## src/rtl/buffer_fifo_if.sv

```systemverilog
// buffer_fifo_if: receive/transmit valid-ready handshake bundle.
// master drives words in and takes words out; slave is the FIFO.
interface buffer_fifo_if #(
    parameter int WIDTH = 5
);
    logic [WIDTH-1:0] receive;
    logic             receive_valid;
    logic             receive_ready;
    logic [WIDTH-1:0] transmit;
    logic             transmit_valid;
    logic             transmit_ready;

    modport master (
        output receive,
        output receive_valid,
        output transmit_ready,
        input  receive_ready,
        input  transmit,
        input  transmit_valid
    );

    modport slave (
        input  receive,
        input  receive_valid,
        input  transmit_ready,
        output receive_ready,
        output transmit,
        output transmit_valid
    );
endinterface

```

## src/rtl/buffer_fifo.sv

```systemverilog
// buffer_fifo: DEPTH x WIDTH in-order queue with occupancy,
// synchronous flush and sticky overflow; no receive->transmit path.
module buffer_fifo #(
    parameter int WIDTH = 5,
    parameter int DEPTH = 4,
    parameter int CW    = $clog2(DEPTH + 1)
) (
    input  logic          clk,
    input  logic          rst_n,
    buffer_fifo_if.slave  bus,
    input  logic          flush,
    output logic [CW-1:0] count,
    output logic          full,
    output logic          empty,
    output logic          overflow
);
    localparam int PW = $clog2(DEPTH);

    logic [WIDTH-1:0] mem [DEPTH];
    logic [PW-1:0]    rd_ptr;
    logic [PW-1:0]    wr_ptr;
    logic             push;
    logic             pop;

    // Wrap by explicit compare so non-power-of-two depths work.
    function automatic logic [PW-1:0] next_ptr(
        input logic [PW-1:0] p
    );
        return (p == PW'(DEPTH - 1)) ? '0 : p + 1'b1;
    endfunction

    assign full  = (count == CW'(DEPTH));
    assign empty = (count == '0);

    assign bus.receive_ready  = !full;
    assign bus.transmit_valid = !empty;
    assign bus.transmit       = mem[rd_ptr];

    assign push = bus.receive_valid & !full;
    assign pop  = !empty & bus.transmit_ready;

    // Storage: cleared on reset, written on an accepted push.
    always_ff @(posedge clk or negedge rst_n) begin
        if (!rst_n) begin
            for (int i = 0; i < DEPTH; i++) begin
                mem[i] <= '0;
            end
        end else if (push && !flush) begin
            mem[wr_ptr] <= bus.receive;
        end
    end

    // Pointers, occupancy and overflow; flush overrides handshakes.
    always_ff @(posedge clk or negedge rst_n) begin
        if (!rst_n) begin
            rd_ptr   <= '0;
            wr_ptr   <= '0;
            count    <= '0;
            overflow <= 1'b0;
        end else if (flush) begin
            rd_ptr   <= '0;
            wr_ptr   <= '0;
            count    <= '0;
            overflow <= 1'b0;
        end else begin
            if (push) begin
                wr_ptr <= next_ptr(wr_ptr);
            end
            if (pop) begin
                rd_ptr <= next_ptr(rd_ptr);
            end
            case ({push, pop})
                2'b10:   count <= count + 1'b1;
                2'b01:   count <= count - 1'b1;
                default: count <= count;
            endcase
            if (bus.receive_valid && full) begin
                overflow <= 1'b1;
            end
        end
    end
endmodule
```

## src/flat_wrapper.sv

```systemverilog
// flat-port wrapper written by rule: the top's interface ports become plain ports
module buffer_fifo_flat 
#(
    parameter int WIDTH = 5,
    parameter int DEPTH = 4,
    parameter int CW    = $clog2(DEPTH + 1)
)
  (clk, rst_n, flush, count, full, empty, overflow, bus_receive, bus_receive_valid, bus_transmit_ready, bus_receive_ready, bus_transmit, bus_transmit_valid);
  buffer_fifo_if #(.WIDTH(WIDTH)) bus_i ();
  input  logic clk;
  input  logic rst_n;
  input  logic flush;
  output logic [CW-1:0] count;
  output logic full;
  output logic empty;
  output logic overflow;
  input wire logic [$bits(bus_i.receive)-1:0] bus_receive;
  input wire logic [$bits(bus_i.receive_valid)-1:0] bus_receive_valid;
  input wire logic [$bits(bus_i.transmit_ready)-1:0] bus_transmit_ready;
  output wire logic [$bits(bus_i.receive_ready)-1:0] bus_receive_ready;
  output wire logic [$bits(bus_i.transmit)-1:0] bus_transmit;
  output wire logic [$bits(bus_i.transmit_valid)-1:0] bus_transmit_valid;
  assign bus_i.receive = bus_receive;
  assign bus_i.receive_valid = bus_receive_valid;
  assign bus_i.transmit_ready = bus_transmit_ready;
  assign bus_receive_ready = bus_i.receive_ready;
  assign bus_transmit = bus_i.transmit;
  assign bus_transmit_valid = bus_i.transmit_valid;
  buffer_fifo #(.WIDTH(WIDTH), .DEPTH(DEPTH), .CW(CW)) u_core (.clk(clk), .rst_n(rst_n), .bus(bus_i), .flush(flush), .count(count), .full(full), .empty(empty), .overflow(overflow));
endmodule
```

## config.mk

```make
export PLATFORM = sky130hd
export DESIGN_NAME = buffer_fifo_flat
export DESIGN_NICKNAME = d
export VERILOG_FILES = /design/src/rtl/buffer_fifo_if.sv /design/src/rtl/buffer_fifo.sv /design/src/flat_wrapper.sv
export SDC_FILE = /design/constraint.sdc
export NUM_CORES = 1
export LEC_CHECK = 0
export CAP_MARGIN = 10
export CORE_MARGIN = 5
export CORE_UTILIZATION = 40
export CTS_CLUSTER_DIAMETER = 200
export CTS_CLUSTER_SIZE = 40
export DETAILED_ROUTE_END_ITERATION = 7
export DONT_BUFFER_PORTS = 1
export GPL_TIMING_DRIVEN = 0
export SLEW_MARGIN = 10
export SYNTH_ARGS = -nofsm -noshare
export SYNTH_HDL_FRONTEND = slang
export SYNTH_SLANG_ARGS = --single-unit
```

## constraint.sdc

```tcl
create_clock -name clk -period 2 [get_ports clk]
set_input_delay 0.1 -clock clk [delete_from_list [all_inputs] [get_ports clk]]
set_output_delay 0.1 -clock clk [all_outputs]
set_load 0.005 [all_outputs]
```

==> flow_metrics.py, run 1 <==
metrics = {
    "synth": {
        "synthSimpleGateAreaFrac": 0.122,
        "avgSynthCellArea_sq_um": 12.3,
        "synthMuxAreaShare": 0.236,
        "synthCells": 116,
        "synth_xor_area_frac": 0.0245,
        "synth_area_sq_mm": 0.00143,
        "syn_nets": 131,
        "ys_seq_elements": 28,
        "synth_compound_area_frac": 0.0507,
        "synthAdderAreaFrac": 0.0490,
        "ys_seq_area_frac": 0.490,
        "synth_warnings": 0,
        "synth_cell_types": 28,
        "synth_top_family_by_area": "multiplexers",
    },
    "layout": {
        "fin_util": 0.506,
        "num_antenna_cells": 0,
        "drive_gt1_frac": 0.396,
        "area_growth_pct": 19.9,
        "fin_area_sq_mm": 0.00172,
        "finalNetCount": 150,
        "final_cell_count_no_fill": 180,
    },
    "placement": {
        "placed_cell_area_sq_mm": 0.00151,
        "io_buffers": 0,
        "place_inst": 162,
        "detailedPlace.worstSlack_ns": -0.166,
        "place.gp.congestion": 0.781,
        "hpwlAfterDp_um": 1960,
    },
    "setup_path": {
        "crit_family": "simple AND/OR/NAND/NOR gates",
        "crit_path_end_kind": "flip-flop",
        "ff2ff_path_depth": 8,
        "crit_buf_inv": 1,
        "critPathRequiredTime_ns": 2.25,
        "worstSetupPathType": "flip-flop to flip-flop",
        "path_cells": "buf_6, or3_4, nand2_4, a21oi_4, fa_2, nor4b_2, nand2_1, a41oi_2",
        "arrival_ns": 2.33,
        "critPathSlowestCell": "dfrtp_1",
        "worst_r2r_startpoint": "u_core.count[2]$_DFFE_PN0P_",
        "cp_slowest_stage_delay_ns": 0.44,
        "rrSetupSlack_ns": -0.09,
        "timing.rr.end": "u_core.count[2]$_DFFE_PN0P_",
        "critPathLaunchType": "flip-flop",
        "crit_start": "u_core.count[2]$_DFFE_PN0P_",
        "critPathMaxFanout": 5,
    },
    "sta": {
        "period_needed_ns": 2.09,
        "setup_viol_count_final": 7,
        "fin_ws_ns": -0.0878,
        "hold_viol": 0,
        "skew_ns": 0.00574,
        "report.final.slew_viol_count": 0,
        "max_slew_margin": 0.628,
        "fin_crit_sh": 1.04,
        "fmax_ghz": 0.479,
        "rsz0062_at_grt": "yes",
        "worstMarginPinSlew_ns": 0.558,
    },
    "routing": {
        "drt_wl_total_um": 2850,
        "vias": 922,
        "drc": 0,
        "via_per_inst": 5.12,
        "drt_first_pass_iters": 4,
        "drt_iter0_drc": 33,
        "wl_per_cell_um": 15.8,
        "drtAntennaViolNets": 0,
    },
    "cts": {
        "h-tree-depth": 1,
        "clock_path_buffers": 2,
        "clock-root-buffer": "clkbuf_4",
        "cts_buffers": 3,
        "cts_sinks": 28,
        "cts_tree": "done",
        "insertion_delay_ns": 0.32,
        "clk_pin_slew_worst_paths_ns": 0.15,
    },
    "power": {
        "p_leak_uw": 0.000742,
        "power-per-cell-area_mw_per_mm2": 952,
        "power_frac_comb": 0.343,
        "vdd_drop_max_mv": 0.328,
        "p_sw_uw": 492,
        "power_frac_clock": 0.147,
        "seq_power_share": 0.510,
        "swShare": 0.301,
        "p_int_uw": 1140,
    },
    "floorplan": {
        "rows": 21,
        "die_y_um": 69.8,
        "die-width_um": 69.8,
        "ios": 23,
        "start_util": 0.422,
        "core_sq_mm": 0.00339,
        "dieArea_sq_mm": 0.00487,
    },
    "worst_hold_path": {
        "hold_class": "input port to flip-flop",
        "worstHoldStart": "bus_receive_valid",
        "min_to": "u_core.count[0]$_DFFE_PN0P_",
        "hold_depth": 3,
    },
    "status": {
        "violations": "setup timing",
        "status": "finished, violations left",
    },
    "global_routing": {
        "grt_pass1_wl_um": 4730,
        "grt_pass1_vias": 987,
        "antenna_found_initial": 0,
        "grt_use_total": 0.121,
        "grt_overflow_total": 0,
        "grt_max_degree": 29,
    },
    "run": {
        "cap_viol_max_count": 0,
    },
}
==> final cells by class <==
type / instances / area, sq um
Tap cell: 46 / 57.6
Buffer: 6 / 30.0
Multi-Input combinational cell: 78 / 749
Timing Repair Buffer: 14 / 135
Sequential cell: 28 / 703
Fill cell: 306 / 1670
Inverter: 4 / 15.0
Clock buffer: 4 / 26.3
==> power groups by stage <==
stage | Sequential, uW | Combinational [uW] | Clock (uW)
floorplan | 820 | 407 | 0
global placement | 841 | 454 | 0
detailed placement | 854 | 471 | 0
CTS | 841 | 513 | 248
global route | 855 | 620 | 270
finish | 834 | 560 | 240
==> repair_timing <==
item,4_1_cts,5_1_grt
hold buffers,7,0
hold endpoints to repair,48,0
pin swaps,2,3
resized for setup,5,4
endpoints found under the setup margin,12,16
setup buffers,1,6
==> metrics by stage <==
step                      setup TNS, ns  hold WS [ns]  power [uW]
after floorplan                       0        -0.196        1230
after global placement           -0.123        -0.195        1300
after detailed placement         -0.253        -0.195        1330
after CTS                        -0.103        0.0391        1600
after global routing              -2.77        0.0478        1750
final                            -0.124        0.0541        1630
==> synth_stat cells (all sizes together) <==
library cell,count,share of area
a211oi,1,0.0052
a21oi,4,0.014
a41oi,2,0.012
buf,1,0.0052
clkbuf,5,0.013
dfrtp,28,0.49
fa,1,0.014
ha,4,0.035
inv,4,0.010
mux2,20,0.16
mux4,5,0.079
nand2,11,0.031
nand2b,1,0.0044
nand3,6,0.021
nor2,5,0.013
nor2b,1,0.0044
nor3,1,0.0035
nor3b,1,0.013
nor4b,1,0.0061
o211ai,1,0.0052
o21ai,4,0.014
or2,1,0.0044
or3,2,0.0087
or3b,2,0.012
xnor2,2,0.012
xor2,2,0.012
==> placed cells by master, fill, tap and decap left out, types with 2 or more instances in the layout <==
cell and instances:
buf_4 5, mux2_2 20, clkbuf_4 3, nand2_1 6, xnor2_1 2, mux4_2 5
a41oi_2 2, inv_1 4, nand2_2 4, nand3_1 6, dfrtp_2 2, nor2_1 5
xor2_1 2, dlygate4sd3_1 6, clkbuf_1 6, o21ai_0 4, dfrtp_1 26, ha_1 4
a21oi_1 3
==> worst max path at each step <==
stage	endpoint	slack [ns]	cells past startpoint
final	u_core.count[2]$_DFFE_PN0P_	-0.09	8
after global routing	u_core.count[2]$_DFFE_PN0P_	-0.17	7
after CTS	u_core.count[2]$_DFFE_PN0P_	-0.10	8
after detailed placement	u_core.count[2]$_DFFE_PN0P_	-0.17	8
after global placement	u_core.count[2]$_DFFE_PN0P_	-0.10	8
after floorplan	u_core.count[2]$_DFFE_PN0P_	0.0007	8
==> sequential cells by signal, indices dropped and copies added, names as in the netlist <==
name / count
u_core.count: 3
u_core.rd_ptr: 2
u_core.wr_ptr: 2
u_core.mem: 20
u_core.overflow: 1
==> layer usage <==
layer,share of wire,vias to the layer above,GRT usage
li1,-,447,-
met1,0.45,452,0.149
met2,0.50,21,0.205
met3,0.040,2,0.0246
met4,0.0049,0,0.0511
met5,0,-,0
==> tightest hold or removal path, cell delays in order <==
cell     delay [ns]
o21ai_0        0.11
or3_1          0.10
a21oi_1        0.06
==> cell families after synthesis <==
family,count (synthesis)
compound gates,12
fa+ha+maj,5
mux,25
buf+inv,10
xor+xnor,4
simple gates,32
flops,28
Power figures use the tool's default switching activity.
==> run 2, diff against run 1 <==
--- a/config.mk
+++ b/config.mk
@@ -8,6 +8,7 @@
 export CAP_MARGIN = 10
 export CORE_MARGIN = 5
 export CORE_UTILIZATION = 40
+export CTS_BUF_LIST = sky130_fd_sc_hd__clkbuf_2 sky130_fd_sc_hd__clkbuf_4 sky130_fd_sc_hd__clkbuf_8
 export CTS_CLUSTER_DIAMETER = 200
 export CTS_CLUSTER_SIZE = 40
 export DETAILED_ROUTE_END_ITERATION = 7
==> flow_metrics.py, run 2 (synthesized netlist as in run 1, its figures left out) <==
metrics = {
    "layout": {
        "regMostFlops": "u_core.mem",
        "fillCellCount": 306,
        "area_growth_pct": 20.2,
        "top_regs": "u_core.mem x20, u_core.count x3",
        "fin_area_sq_mm": 0.00172,
        "layout_commonest_cell": "dfrtp_1",
        "drive_gt1_frac": 0.403,
        "finalNetCount": 150,
        "mostFrequentLayoutCells": "dfrtp_1 (26), mux2_2 (20), nand3_1 (6), nand2_1 (6), dlygate4sd3_1 (6)",
        "num_antenna_cells": 0,
        "largest_reg_flops": 20,
    },
    "global_routing": {
        "grt_overflow_total": 0,
        "antenna_found_initial": 0,
        "grt_pass1_vias": 987,
        "grt_max_degree": 29,
        "grt_pass1_wl_um": 4740,
        "grt_use_total": 0.122,
    },
    "status": {
        "status": "finished, violations left",
        "violations": "setup timing",
    },
    "sta": {
        "hold_ws_ns": 0.0604,
        "fmax_ghz": 0.479,
        "worstMarginPinSlew_ns": 0.555,
        "setup_viol_count_final": 7,
        "skew_ns": 0.00157,
        "max_slew_margin": 0.630,
        "fin_crit_sh": 1.04,
        "hold_viol": 0,
        "rsz0062_at_grt": "yes",
        "report.final.slew_viol_count": 0,
        "fin_ws_ns": -0.0870,
        "period_needed_ns": 2.09,
    },
    "power": {
        "p_leak_uw": 0.000745,
        "power-per-cell-area_mw_per_mm2": 956,
        "seq_power_share": 0.508,
        "swShare": 0.297,
        "p_sw_uw": 488,
        "power_frac_comb": 0.340,
        "vdd_drop_max_mv": 0.301,
        "p_int_uw": 1160,
        "power_frac_clock": 0.152,
    },
    "placement": {
        "place.gp.congestion": 0.781,
        "placed_cell_area_sq_mm": 0.00151,
        "io_buffers": 0,
        "hpwlAfterDp_um": 1960,
    },
    "routing": {
        "drt_wl_total_um": 2830,
        "wl_per_cell_um": 15.7,
        "drc": 0,
        "drt_iter0_drc": 32,
        "vias": 928,
        "drtAntennaViolNets": 0,
        "drt_first_pass_iters": 4,
        "via_per_inst": 5.16,
    },
    "worst_hold_path": {
        "worstHoldStart": "bus_receive_valid",
        "hold_depth": 3,
        "min_to": "u_core.count[0]$_DFFE_PN0P_",
        "hold_class": "input port to flip-flop",
    },
    "floorplan": {
        "die_y_um": 69.8,
        "ios": 23,
        "start_util": 0.422,
        "dieArea_sq_mm": 0.00487,
        "die-width_um": 69.8,
        "core_sq_mm": 0.00339,
        "rows": 21,
    },
    "cts": {
        "insertion_delay_ns": 0.32,
        "cts_buffers": 3,
        "h-tree-depth": 1,
        "clock_path_buffers": 2,
        "cts_tree": "done",
        "clk_pin_slew_worst_paths_ns": 0.14,
        "cts_sinks": 28,
        "clock-root-buffer": "clkbuf_4",
    },
    "setup_path": {
        "cp_slowest_stage_delay_ns": 0.44,
        "critPathSlowestCell": "dfrtp_1",
        "ff2ff_path_depth": 8,
        "worst_r2r_startpoint": "u_core.count[2]$_DFFE_PN0P_",
        "crit_buf_inv": 1,
        "worstSetupPathType": "flip-flop to flip-flop",
        "rrSetupSlack_ns": -0.09,
        "crit_family": "simple AND/OR/NAND/NOR gates",
        "critPathMaxFanout": 5,
        "critPathLaunchType": "flip-flop",
        "arrival_ns": 2.33,
        "critPathRequiredTime_ns": 2.25,
        "timing.rr.end": "u_core.count[2]$_DFFE_PN0P_",
        "crit_path_end_kind": "flip-flop",
        "path_cells": "buf_6, or3_4, nand2_4, a21oi_4, fa_2, nor4b_2, nand2_1, a41oi_2",
    },
    "run": {
        "cap_viol_max_count": 0,
    },
}
run 2: cell counts in the layout (fill, tap and decap cells not counted):
No cell type changed its count.
run 2: area by class of cell:
cell class / count / area, sq um / area share
well taps: 46 / 57.6 / 0.0335
repair buffers: 14 / 135 / 0.0785
plain buffers: 6 / 30.0 / 0.0175
multi-input cells: 78 / 749 / 0.436
clock buffers: 4 / 30.0 / 0.0175
inverters: 4 / 15.0 / 0.00873
flip-flops and latches: 28 / 703 / 0.409
run 2: how the worst max path moves through the flow:
stage,depth (start not counted),slack [ns],endpoint,start
finish,8,-0.09,u_core.count[2]$_DFFE_PN0P_,u_core.count[2]$_DFFE_PN0P_
global route,7,-0.17,u_core.count[2]$_DFFE_PN0P_,u_core.count[1]$_DFFE_PN0P_
CTS,8,-0.10,u_core.count[2]$_DFFE_PN0P_,u_core.count[2]$_DFFE_PN0P_
detailed placement,8,-0.17,u_core.count[2]$_DFFE_PN0P_,u_core.count[2]$_DFFE_PN0P_
global placement,8,-0.10,u_core.count[2]$_DFFE_PN0P_,u_core.count[2]$_DFFE_PN0P_
floorplan,8,0.0007,u_core.count[2]$_DFFE_PN0P_,u_core.count[2]$_DFFE_PN0P_
run 2: power groups by stage:
stage	registers [uW]	logic [uW]	clock network (uW)
3_3_place_gp	841	454	0
5_1_grt	855	620	285
6_report	835	560	250
2_1_floorplan	820	407	0
3_5_place_dp	854	471	0
4_1_cts	841	513	261
run 2: through the flow:
| stage | std cells | setup TNS, ns | setup slack, ns | power (uW) | utilization |
|---|---|---|---|---|---|
| finish | 180 | -0.108 | -0.0870 | 1640 | 0.508 |
| global route | 180 | -2.76 | -0.170 | 1760 | 0.508 |
| floorplan | 116 | 0 | 0.000692 | 1230 | - |
| global placement | 162 | -0.123 | -0.104 | 1300 | 0.446 |
| CTS | 174 | -0.103 | -0.103 | 1620 | 0.486 |
| detailed placement | 162 | -0.253 | -0.166 | 1330 | 0.446 |
run 2: routing by layer:
layer  wire length (um)  vias up  GRT usage
li1                   -      447          -
met4                 29        0     0.0574
met5                  0        -          0
met3                115        4     0.0246
met1               1280      454      0.149
met2               1410       23      0.205
run 2: what timing repair did:
| item | CTS | global route |
|---|---|---|
| hold buffers | 7 | 0 |
| setup buffers | 1 | 6 |
| endpoints found under the setup margin | 12 | 16 |
| pin swaps | 2 | 3 |
| gates resized for setup | 5 | 4 |
| hold endpoints to repair | 48 | 0 |
run 2: tightest hold or removal path, cell delays in order:
cell	delay (ns)
o21ai_0	0.11
or3_1	0.10
a21oi_1	0.06
